### src/rtl/fetch_pc_unit_if.sv
// Instruction-memory fetch handshake: one outstanding request, completed by ready.
interface fetch_pc_unit_if;
    logic        req;
    logic [31:0] addr;
    logic        ready;
    logic [31:0] rdata;

    modport master (output req, output addr, input ready, input rdata);
    modport slave  (input req, input addr, output ready, output rdata);
endinterface

### src/rtl/fetch_pc_unit.sv
// Fetch/PC stage: owns the PC, issues imem requests, buffers one early response
// in a skid entry and squashes wrong-path fetches on trap, mret and branch.
//   state     | meaning
//   S_START   | first cycle after reset, no request
//   S_FETCH   | requesting at pc (unless the skid entry is full)
//   S_DISCARD | pre-redirect request still outstanding, its response is dropped
module fetch_pc_unit #(
    parameter logic [31:0] RESET_PC = 32'h0000_0000,
    parameter logic [31:0] NOP_INST = 32'h0000_0013
) (
    input  logic            i_clk,
    input  logic            i_reset,
    input  logic            i_initiate_exception,
    input  logic [31:0]     i_csr_mtvec,
    input  logic            i_mret,
    input  logic [31:0]     i_csr_mepc,
    input  logic            i_branch_taken,
    input  logic [31:0]     i_branch_target,
    input  logic            i_stall,
    fetch_pc_unit_if.master imem,
    output logic [31:0]     o_fd_inst,
    output logic [31:0]     o_fd_pc,
    output logic            o_fd_bubble
);
    typedef enum logic [1:0] {S_START, S_FETCH, S_DISCARD} state_t;

    state_t      r_state;
    logic [31:0] r_pc;
    logic [31:0] r_addr;
    logic [31:0] r_skid_inst;
    logic [31:0] r_skid_pc;
    logic        r_skid_valid;
    logic [31:0] r_fd_inst;
    logic [31:0] r_fd_pc;
    logic        r_fd_bubble;

    logic        w_redirect;
    logic [31:0] w_target;
    logic        w_req;
    logic        w_accept;
    logic        w_discard_next;
    logic [31:0] w_pc_next;

    assign w_redirect = i_initiate_exception | i_mret | i_branch_taken;

    always_comb begin
        w_target = i_branch_target;
        if (i_initiate_exception)
            w_target = i_csr_mtvec;
        else if (i_mret)
            w_target = i_csr_mepc;
    end

    assign w_req    = (r_state == S_DISCARD) || ((r_state == S_FETCH) && !r_skid_valid);
    assign w_accept = (r_state == S_FETCH) && w_req && imem.ready && !w_redirect;

    // Only a request actually on the bus needs to be waited out; with the skid
    // full nothing is outstanding, so a redirect goes straight to the target.
    assign w_discard_next = w_req && !imem.ready && (w_redirect || (r_state == S_DISCARD));

    assign w_pc_next = w_redirect ? w_target : (w_accept ? r_pc + 32'd4 : r_pc);

    always_ff @(posedge i_clk or posedge i_reset) begin
        if (i_reset) begin
            r_state      <= S_START;
            r_pc         <= RESET_PC;
            r_addr       <= RESET_PC;
            r_skid_inst  <= NOP_INST;
            r_skid_pc    <= RESET_PC;
            r_skid_valid <= 1'b0;
            r_fd_inst    <= NOP_INST;
            r_fd_pc      <= RESET_PC;
            r_fd_bubble  <= 1'b1;
        end else begin
            r_state <= w_discard_next ? S_DISCARD : S_FETCH;
            r_pc    <= w_pc_next;
            r_addr  <= w_discard_next ? r_addr : w_pc_next;

            if (w_redirect) begin
                r_skid_valid <= 1'b0;
                r_fd_bubble  <= 1'b1;
                r_fd_inst    <= NOP_INST;
            end else if (!i_stall) begin
                if (r_skid_valid) begin
                    r_fd_inst    <= r_skid_inst;
                    r_fd_pc      <= r_skid_pc;
                    r_fd_bubble  <= 1'b0;
                    r_skid_valid <= 1'b0;
                end else if (w_accept) begin
                    r_fd_inst   <= imem.rdata;
                    r_fd_pc     <= r_pc;
                    r_fd_bubble <= 1'b0;
                end else begin
                    // nothing new for FD: bubble rather than re-issue the old one
                    r_fd_inst   <= NOP_INST;
                    r_fd_bubble <= 1'b1;
                end
            end else if (w_accept) begin
                r_skid_inst  <= imem.rdata;
                r_skid_pc    <= r_pc;
                r_skid_valid <= 1'b1;
            end
        end
    end

    assign imem.req    = w_req;
    assign imem.addr   = r_addr;
    assign o_fd_inst   = r_fd_inst;
    assign o_fd_pc     = r_fd_pc;
    assign o_fd_bubble = r_fd_bubble;
endmodule

### src/flat_wrapper.sv
// flat-port wrapper written by rule: the top's interface ports become plain ports
module fetch_pc_unit_flat 
#(
    parameter logic [31:0] RESET_PC = 32'h0000_0000,
    parameter logic [31:0] NOP_INST = 32'h0000_0013
)
  (i_clk, i_reset, i_initiate_exception, i_csr_mtvec, i_mret, i_csr_mepc, i_branch_taken, i_branch_target, i_stall, o_fd_inst, o_fd_pc, o_fd_bubble, imem_req, imem_addr, imem_ready, imem_rdata);
  fetch_pc_unit_if imem_i ();
  input  logic i_clk;
  input  logic i_reset;
  input  logic i_initiate_exception;
  input  logic [31:0] i_csr_mtvec;
  input  logic i_mret;
  input  logic [31:0] i_csr_mepc;
  input  logic i_branch_taken;
  input  logic [31:0] i_branch_target;
  input  logic i_stall;
  output logic [31:0] o_fd_inst;
  output logic [31:0] o_fd_pc;
  output logic o_fd_bubble;
  output wire logic [$bits(imem_i.req)-1:0] imem_req;
  output wire logic [$bits(imem_i.addr)-1:0] imem_addr;
  input wire logic [$bits(imem_i.ready)-1:0] imem_ready;
  input wire logic [$bits(imem_i.rdata)-1:0] imem_rdata;
  assign imem_req = imem_i.req;
  assign imem_addr = imem_i.addr;
  assign imem_i.ready = imem_ready;
  assign imem_i.rdata = imem_rdata;
  fetch_pc_unit #(.RESET_PC(RESET_PC), .NOP_INST(NOP_INST)) u_core (.i_clk(i_clk), .i_reset(i_reset), .i_initiate_exception(i_initiate_exception), .i_csr_mtvec(i_csr_mtvec), .i_mret(i_mret), .i_csr_mepc(i_csr_mepc), .i_branch_taken(i_branch_taken), .i_branch_target(i_branch_target), .i_stall(i_stall), .imem(imem_i), .o_fd_inst(o_fd_inst), .o_fd_pc(o_fd_pc), .o_fd_bubble(o_fd_bubble));
endmodule
### config.mk
export PLATFORM = sky130hd
export DESIGN_NAME = fetch_pc_unit_flat
export DESIGN_NICKNAME = d
export VERILOG_FILES = /design/src/rtl/fetch_pc_unit_if.sv /design/src/rtl/fetch_pc_unit.sv /design/src/flat_wrapper.sv
export SDC_FILE = /design/constraint.sdc
export NUM_CORES = 1
export LEC_CHECK = 0
export BUFFER_PORTS_ARGS = -buffer_cell sky130_fd_sc_hd__buf_2
export CAP_MARGIN = 20
export CORE_ASPECT_RATIO = 1.75
export CORE_MARGIN = 8
export CORE_UTILIZATION = 40
export CTS_CLUSTER_DIAMETER = 150
export DETAILED_ROUTE_END_ITERATION = 7
export PLACE_DENSITY = 0.69
export SYNTH_ARGS = -nofsm -noshare
export SYNTH_HDL_FRONTEND = slang
export SYNTH_SLANG_ARGS = --single-unit
### constraint.sdc
create_clock -name i_clk -period 6.6 [get_ports i_clk]
set_input_delay 0.33 -clock i_clk [delete_from_list [all_inputs] [get_ports i_clk]]
set_output_delay 0.33 -clock i_clk [all_outputs]
set_load 0.01 [all_outputs]
==> impl_metrics.py, run 1 <==
metrics = {
    "status": {
        "status": "completed",
    },
    "critical_path": {
        "critPathMaxFanout": 67,
        "ff2ff_path_depth": 7,
        "r2r_start": "u_core.r_skid_valid$_DFFE_PP0P_",
        "crit_path_end_kind": "register",
        "startpoint": "u_core.r_skid_valid$_DFFE_PP0P_",
        "ff2ff_setup_slack_ps": 2940,
        "worstPathRequired_ps": 6930,
        "worstSetupPathType": "reg2reg",
        "worstSetupStartpointType": "register",
        "crit_arrival_ps": 3990,
    },
    "detailed_routing": {
        "firstDrtPassIters": 4,
        "drc": 0,
        "wl_met3_microns": 1440,
        "wl_met2_microns": 12900,
        "ant_nets": 0,
        "drt-vias-per-instance": 5.26,
        "dr.first_iter.drc_count": 435,
        "routed_wirelength_microns": 26000,
        "vias": 7237,
        "wl_met1_microns": 10500,
        "routed.top_layer": "met4",
        "routedWlPerCell_microns": 18.9,
    },
    "timing": {
        "skew_ps": 11.0,
        "hold_viol": 0,
        "max_freq_ghz": 0.273,
        "tns_ps": 0,
        "setup_viol": 0,
        "hold_ws_ps": 20.1,
        "period_share_pct": 55.5,
        "slew_violations": 0,
        "relSlewSlack_pct": 31.9,
        "tightest_slew_ps": 1020,
        "rsz0062_at_grt": "no",
        "fin_ws_ps": 2940,
        "period_needed_ps": 3660,
    },
    "clock_tree": {
        "hold_buffers": 0,
        "post_cts_buffers": 0,
        "cts-root-buf": "clkbuf_16",
        "htree_levels": 4,
        "cts_resized": 0,
        "cts_made_buffers": 17,
        "worst_skew_pair.late_latency_ps": 440,
        "cts_buffer_depth": 2,
        "cts_sinks": 196,
        "clk_pin_slew_ps": 70,
        "cts_tree": "yes",
    },
    "synthesis": {
        "yosysTopAreaCell": "dfrtp_1",
        "netlist_top_cells_count": "dfrtp_1, nor2_1, nand2_1",
        "ys_seq_area_share_pct": 54.3,
        "yosys-top-cells-area": "dfrtp_1, mux2_2, mux2i_1, nor2_1, a21oi_1",
        "synthAdderAreaFrac_pct": 0.138,
        "synthMuxAreaShare_pct": 14.9,
        "synth-xor-area-share_pct": 2.60,
        "yosys_warnings": 0,
        "synthesis.nets": 999,
        "synth-edff-count": 0,
        "ys.flop_type": "dfrtp_1",
        "avgSynthCellArea_sq_um": 10.5,
        "yosysMostFrequentCell": "dfrtp_1",
        "yosys.area_share.simple_pct": 12.5,
        "synth_area_sq_um": 9060,
        "synth_top_area_share_pct": 52.2,
        "async_flop_share_pct": 100,
        "synth-seq-cells": 196,
        "synth.distinct_cells": 43,
        "synth_compound_area_share_pct": 12.2,
        "syn_inst": 863,
        "synth_top_family_by_area": "multiplexers",
    },
    "power": {
        "p_sw_uw": 956,
        "finalPower_mw": 3.24,
        "clockPowerShare_pct": 32.5,
        "intPower_mw": 2.29,
        "seqPwrFrac_pct": 48.4,
        "power_density_nw_per_um2": 293,
        "ir_drop_v": 0.000214,
        "p_sw_share_pct": 29.5,
        "leakage_nw": 5.19,
        "power_frac_comb_pct": 19.1,
    },
    "cells_and_area": {
        "drive_above_1_share_pct": 34.7,
        "register_area_sq_um": 4920,
        "final_area_sq_um": 11100,
        "fillers": 2185,
        "fin_nets": 1195,
        "multi_input_area_sq_um": 3870,
        "syn2layout_area_growth_pct": 22.1,
    },
    "die": {
        "die_h_microns": 215,
        "initial_core_util_pct": 40.3,
        "die_x_microns": 130,
        "num_rows": 73,
        "dieArea_sq_um": 27900,
        "pin_count": 233,
        "core-area_sq_um": 22500,
    },
    "placement": {
        "gp_congestion": 0.859,
        "place_hpwl_microns": 18800,
        "dpl-instance-area_sq_um": 10400,
        "portBuffers": 232,
        "preCtsSetupSlack_ps": 2970,
    },
    "global_route": {
        "overflow": 0,
        "grt_pass1_vias": 7486,
        "grt_pass1_wl_microns": 40600,
        "grt_max_degree": 125,
        "antenna_found_initial": 2,
        "grt_usage_pct": 19.0,
    },
    "min_path": {
        "hold_class": "in2async",
    },
    "job": {
        "cap_violations": 0,
    },
}
-- power groups by stage --
stage / sequential [mW] / combinational (mW) / clock [mW]
after floorplan: 1.60 / 0.334 / 0
after global placement: 1.58 / 0.618 / 0
after detailed placement: 1.59 / 0.630 / 0
after CTS: 1.57 / 0.632 / 1.08
after global routing: 1.60 / 0.690 / 1.13
final: 1.57 / 0.619 / 1.05
-- worst paths after layout --
| check | endpoint |
|---|---|
| min | u_core.o_fd_pc[17]$_DFFE_PP0P_ |
| min in group i_clk | u_core.r_pc[9]$_DFF_PP0_ |
| max reg2reg | u_core.imem.addr[25]$_DFFE_PP0N_ |
| min reg2reg | u_core.imem.addr[5]$_DFFE_PP0N_ |
| max | u_core.imem.addr[25]$_DFFE_PP0N_ |
| max in group asynchronous | u_core.r_skid_valid$_DFFE_PP0P_ |
-- critical path, stage by stage (launching register included) --
cell and delay [ps]:
dfrtp_4 490, buf_4 440, nand4bb_1 470, nor4_1 900, or4b_1 640, xnor2_2 190
o221ai_2 120, mux2_2 290
-- logic make-up after synthesis --
| family | after synthesis |
|---|---|
| xor gates and xnor gates | 26 |
| and+or+nand+nor | 254 |
| buffers and inverters | 77 |
| muxes | 125 |
| AOI/OAI and AO/OA | 184 |
| adders and majority gates | 1 |
| DFF | 196 |
-- metrics by stage --
stage,std cells,utilization [%]
global placement,1339,46.5
finish,1375,49.2
floorplan,863,-
detailed placement,1339,46.5
CTS,1371,49.1
global route,1374,49.2
-- placed cells by master, fill, tap and decap left out, types with 6 or more instances in the layout --
master / count
mux2_2: 81
xnor2_1: 16
nand3_1: 9
and3_1: 18
buf_4: 7
xor2_1: 9
buf_2: 232
nor3_1: 6
inv_1: 12
o221ai_1: 8
a31oi_1: 8
clkbuf_16: 17
nor4_1: 10
nand4_1: 11
dfrtp_1: 188
a221oi_1: 7
nor2_1: 97
a22oi_1: 29
a211oi_1: 7
a21oi_1: 70
mux2i_1: 44
o21ai_0: 46
nand2_1: 88
dfstp_2: 7
-- metal layers --
metal	track usage [%]	up-vias
met3	5.01	56
met2	31.1	252
met4	10.6	0
li1	-	3450
met5	0	-
met1	21.8	3479
-- state kept, by name (all words and copies together), names as in the netlist --
register / count
u_core.r_pc: 32
u_core.r_skid_pc: 32
u_core.o_fd_inst: 32
u_core.imem.addr: 32
u_core.o_fd_pc: 32
u_core.r_skid_inst: 32
u_core.r_state: 2
u_core.o_fd_bubble: 1
u_core.r_skid_valid: 1
-- layout make-up --
cell class,count,area share [%]
Sequential cell,196,44.5
Multi-Input combinational cell,590,35.0
Timing Repair Buffer,240,11.1
Clock buffer,17,3.85
Tap cell,300,3.40
Clock inverter,15,1.55
Inverter,14,0.543
Antenna cell,3,0.0679
Note: power is estimated with default switching activity, not from simulation.
==> run 2, diff against run 1 <==
--- a/config.mk
+++ b/config.mk
@@ -12,7 +12,7 @@
 export CORE_UTILIZATION = 40
 export CTS_CLUSTER_DIAMETER = 150
 export DETAILED_ROUTE_END_ITERATION = 7
-export PLACE_DENSITY = 0.69
+export PLACE_DENSITY = 0.72
 export SYNTH_ARGS = -nofsm -noshare
 export SYNTH_HDL_FRONTEND = slang
 export SYNTH_SLANG_ARGS = --single-unit
==> constraint.sdc (replaced) <==
create_clock -name i_clk -period 3.2 [get_ports i_clk]
set_input_delay 0.16 -clock i_clk [delete_from_list [all_inputs] [get_ports i_clk]]
set_output_delay 0.16 -clock i_clk [all_outputs]
set_load 0.01 [all_outputs]
==> impl_metrics.py, run 2 (synthesis gave the netlist of run 1 again) <==
metrics = {
    "status": {
        "status": "completed",
    },
    "placement": {
        "place_hpwl_microns": 19900,
        "gp_congestion": 0.886,
        "portBuffers": 232,
        "dpl-instance-area_sq_um": 10600,
    },
    "cells_and_area": {
        "syn2layout_area_growth_pct": 28.5,
        "multi_input_area_sq_um": 3870,
        "fin_nets": 1251,
        "mostFrequentLayoutCells": "buf_2, dfrtp_1, nor2_1",
        "drive_above_1_share_pct": 34.1,
        "final_area_sq_um": 11600,
        "register_area_sq_um": 4920,
        "final_common_cell": "buf_2",
        "post-route-util_pct": 51.8,
        "fillers": 2086,
    },
    "power": {
        "p_sw_share_pct": 29.0,
        "intPower_mw": 4.86,
        "p_sw_mw": 1.98,
        "ir_drop_v": 0.000346,
        "seqPwrFrac_pct": 47.3,
        "finalPower_mw": 6.85,
        "leakage_nw": 5.44,
        "power_frac_comb_pct": 19.6,
        "power_density_nw_per_um2": 588,
        "clockPowerShare_pct": 33.1,
    },
    "timing": {
        "hold_viol": 0,
        "period_needed_ps": 2600,
        "skew_ps": 11.5,
        "rsz0062_at_grt": "no",
        "slew_violations": 0,
        "tns_ps": 0,
        "period_share_pct": 81.3,
        "tightest_slew_ps": 864,
        "max_freq_ghz": 0.384,
        "hold_ws_ps": 41.1,
        "setup_viol": 0,
        "relSlewSlack_pct": 42.3,
    },
    "detailed_routing": {
        "wl_met1_microns": 10800,
        "wl_met2_microns": 13700,
        "vias": 7555,
        "firstDrtPassIters": 5,
        "wl_met3_microns": 1580,
        "ant_nets": 0,
        "routedWlPerCell_microns": 19.0,
        "routed_wirelength_microns": 27200,
        "routed.top_layer": "met5",
        "drc": 0,
        "dr.first_iter.drc_count": 429,
        "drt-vias-per-instance": 5.29,
    },
    "die": {
        "core-area_sq_um": 22500,
        "pin_count": 233,
        "die_h_microns": 215,
        "num_rows": 73,
        "die_x_microns": 130,
        "dieArea_sq_um": 27900,
        "initial_core_util_pct": 40.3,
    },
    "critical_path": {
        "crit_path_end_kind": "register",
        "worstSetupPathType": "reg2reg",
        "crit_arrival_ps": 2920,
        "worstSetupStartpointType": "register",
        "worstPathRequired_ps": 3520,
        "critPathMaxFanout": 6,
    },
    "clock_tree": {
        "cts_sinks": 196,
        "cts_made_buffers": 17,
        "htree_levels": 4,
        "cts_tree": "yes",
        "cts_resized": 0,
        "worst_skew_pair.late_latency_ps": 440,
        "cts-root-buf": "clkbuf_16",
        "cts_buffer_depth": 2,
        "clk_pin_slew_ps": 70,
    },
    "global_route": {
        "antenna_found_initial": 2,
        "grt_usage_pct": 19.8,
        "grt_max_degree": 72,
        "grt_pass1_wl_microns": 42500,
        "grt_pass1_vias": 7776,
        "overflow": 0,
    },
    "job": {
        "cap_violations": 0,
    },
    "min_path": {
        "hold_class": "in2reg",
    },
}
==> run 2: cell type report <==
type                            instances  area share, %
Clock inverter                         14           1.61
Antenna cell                            1         0.0215
Timing Repair Buffer                  296           15.4
Multi-Input combinational cell        590           33.3
Clock buffer                           18           3.77
Tap cell                              300           3.23
Sequential cell                       196           42.3
Inverter                               14          0.484
==> run 2: power by group through the flow <==
stage,combinational [mW],sequential (mW),clock [mW]
2_1_floorplan,0.689,3.31,0
3_3_place_gp,1.29,3.25,0
3_5_place_dp,1.32,3.28,0
4_1_cts,1.37,3.23,2.32
5_1_grt,1.48,3.30,2.41
6_report,1.34,3.24,2.26
==> run 2: worst max-delay path, cell delays in order (launching register included) <==
cell       delay [ps]
dfrtp_4           520
nand4bb_1         280
nor4_1            320
buf_4             190
or4b_1            580
xnor2_2           190
o221ai_2          120
mux2_2            290
==> run 2: final timing paths <==
| path | end | cells after the start | slack, ps | startpoint |
|---|---|---|---|---|
| worst max-delay path | u_core.imem.addr[25]$_DFFE_PP0N_ | 7 | 600 | u_core.r_skid_valid$_DFFE_PP0P_ |
| worst max register to register | u_core.imem.addr[25]$_DFFE_PP0N_ | 7 | 600 | u_core.r_skid_valid$_DFFE_PP0P_ |
| max in group asynchronous | u_core.o_fd_inst[1]$_DFFE_PP1N_ | 4 | 1920 | i_reset |
| min in group asynchronous | u_core.o_fd_pc[27]$_DFFE_PP0P_ | 3 | 440 | i_reset |
| worst min-delay path | u_core.r_pc[26]$_DFF_PP0_ | 3 | 40 | i_csr_mtvec[26] |
| worst min register to register | u_core.imem.addr[5]$_DFFE_PP0N_ | 2 | 470 | u_core.imem.addr[5]$_DFFE_PP0N_ |
==> run 2: routing by layer <==
layer / global-route usage, % / up-vias
met1: 22.6 / 3649
met3: 4.64 / 62
li1: - / 3550
met5: 0 / -
met2: 33.5 / 292
met4: 9.85 / 2
==> run 2: through the flow <==
step           std cells  worst slack [ps]
6_report            1429               598
5_1_grt             1428               484
4_1_cts             1428               603
3_5_place_dp        1353               610
3_3_place_gp        1353               657
2_1_floorplan        863               513
==> run 2: repair_timing <==
item | 4_1_cts | 5_1_grt
setup buffers | 0 | 0
hold endpoints to repair | 73 | 0
hold buffers | 43 | 0
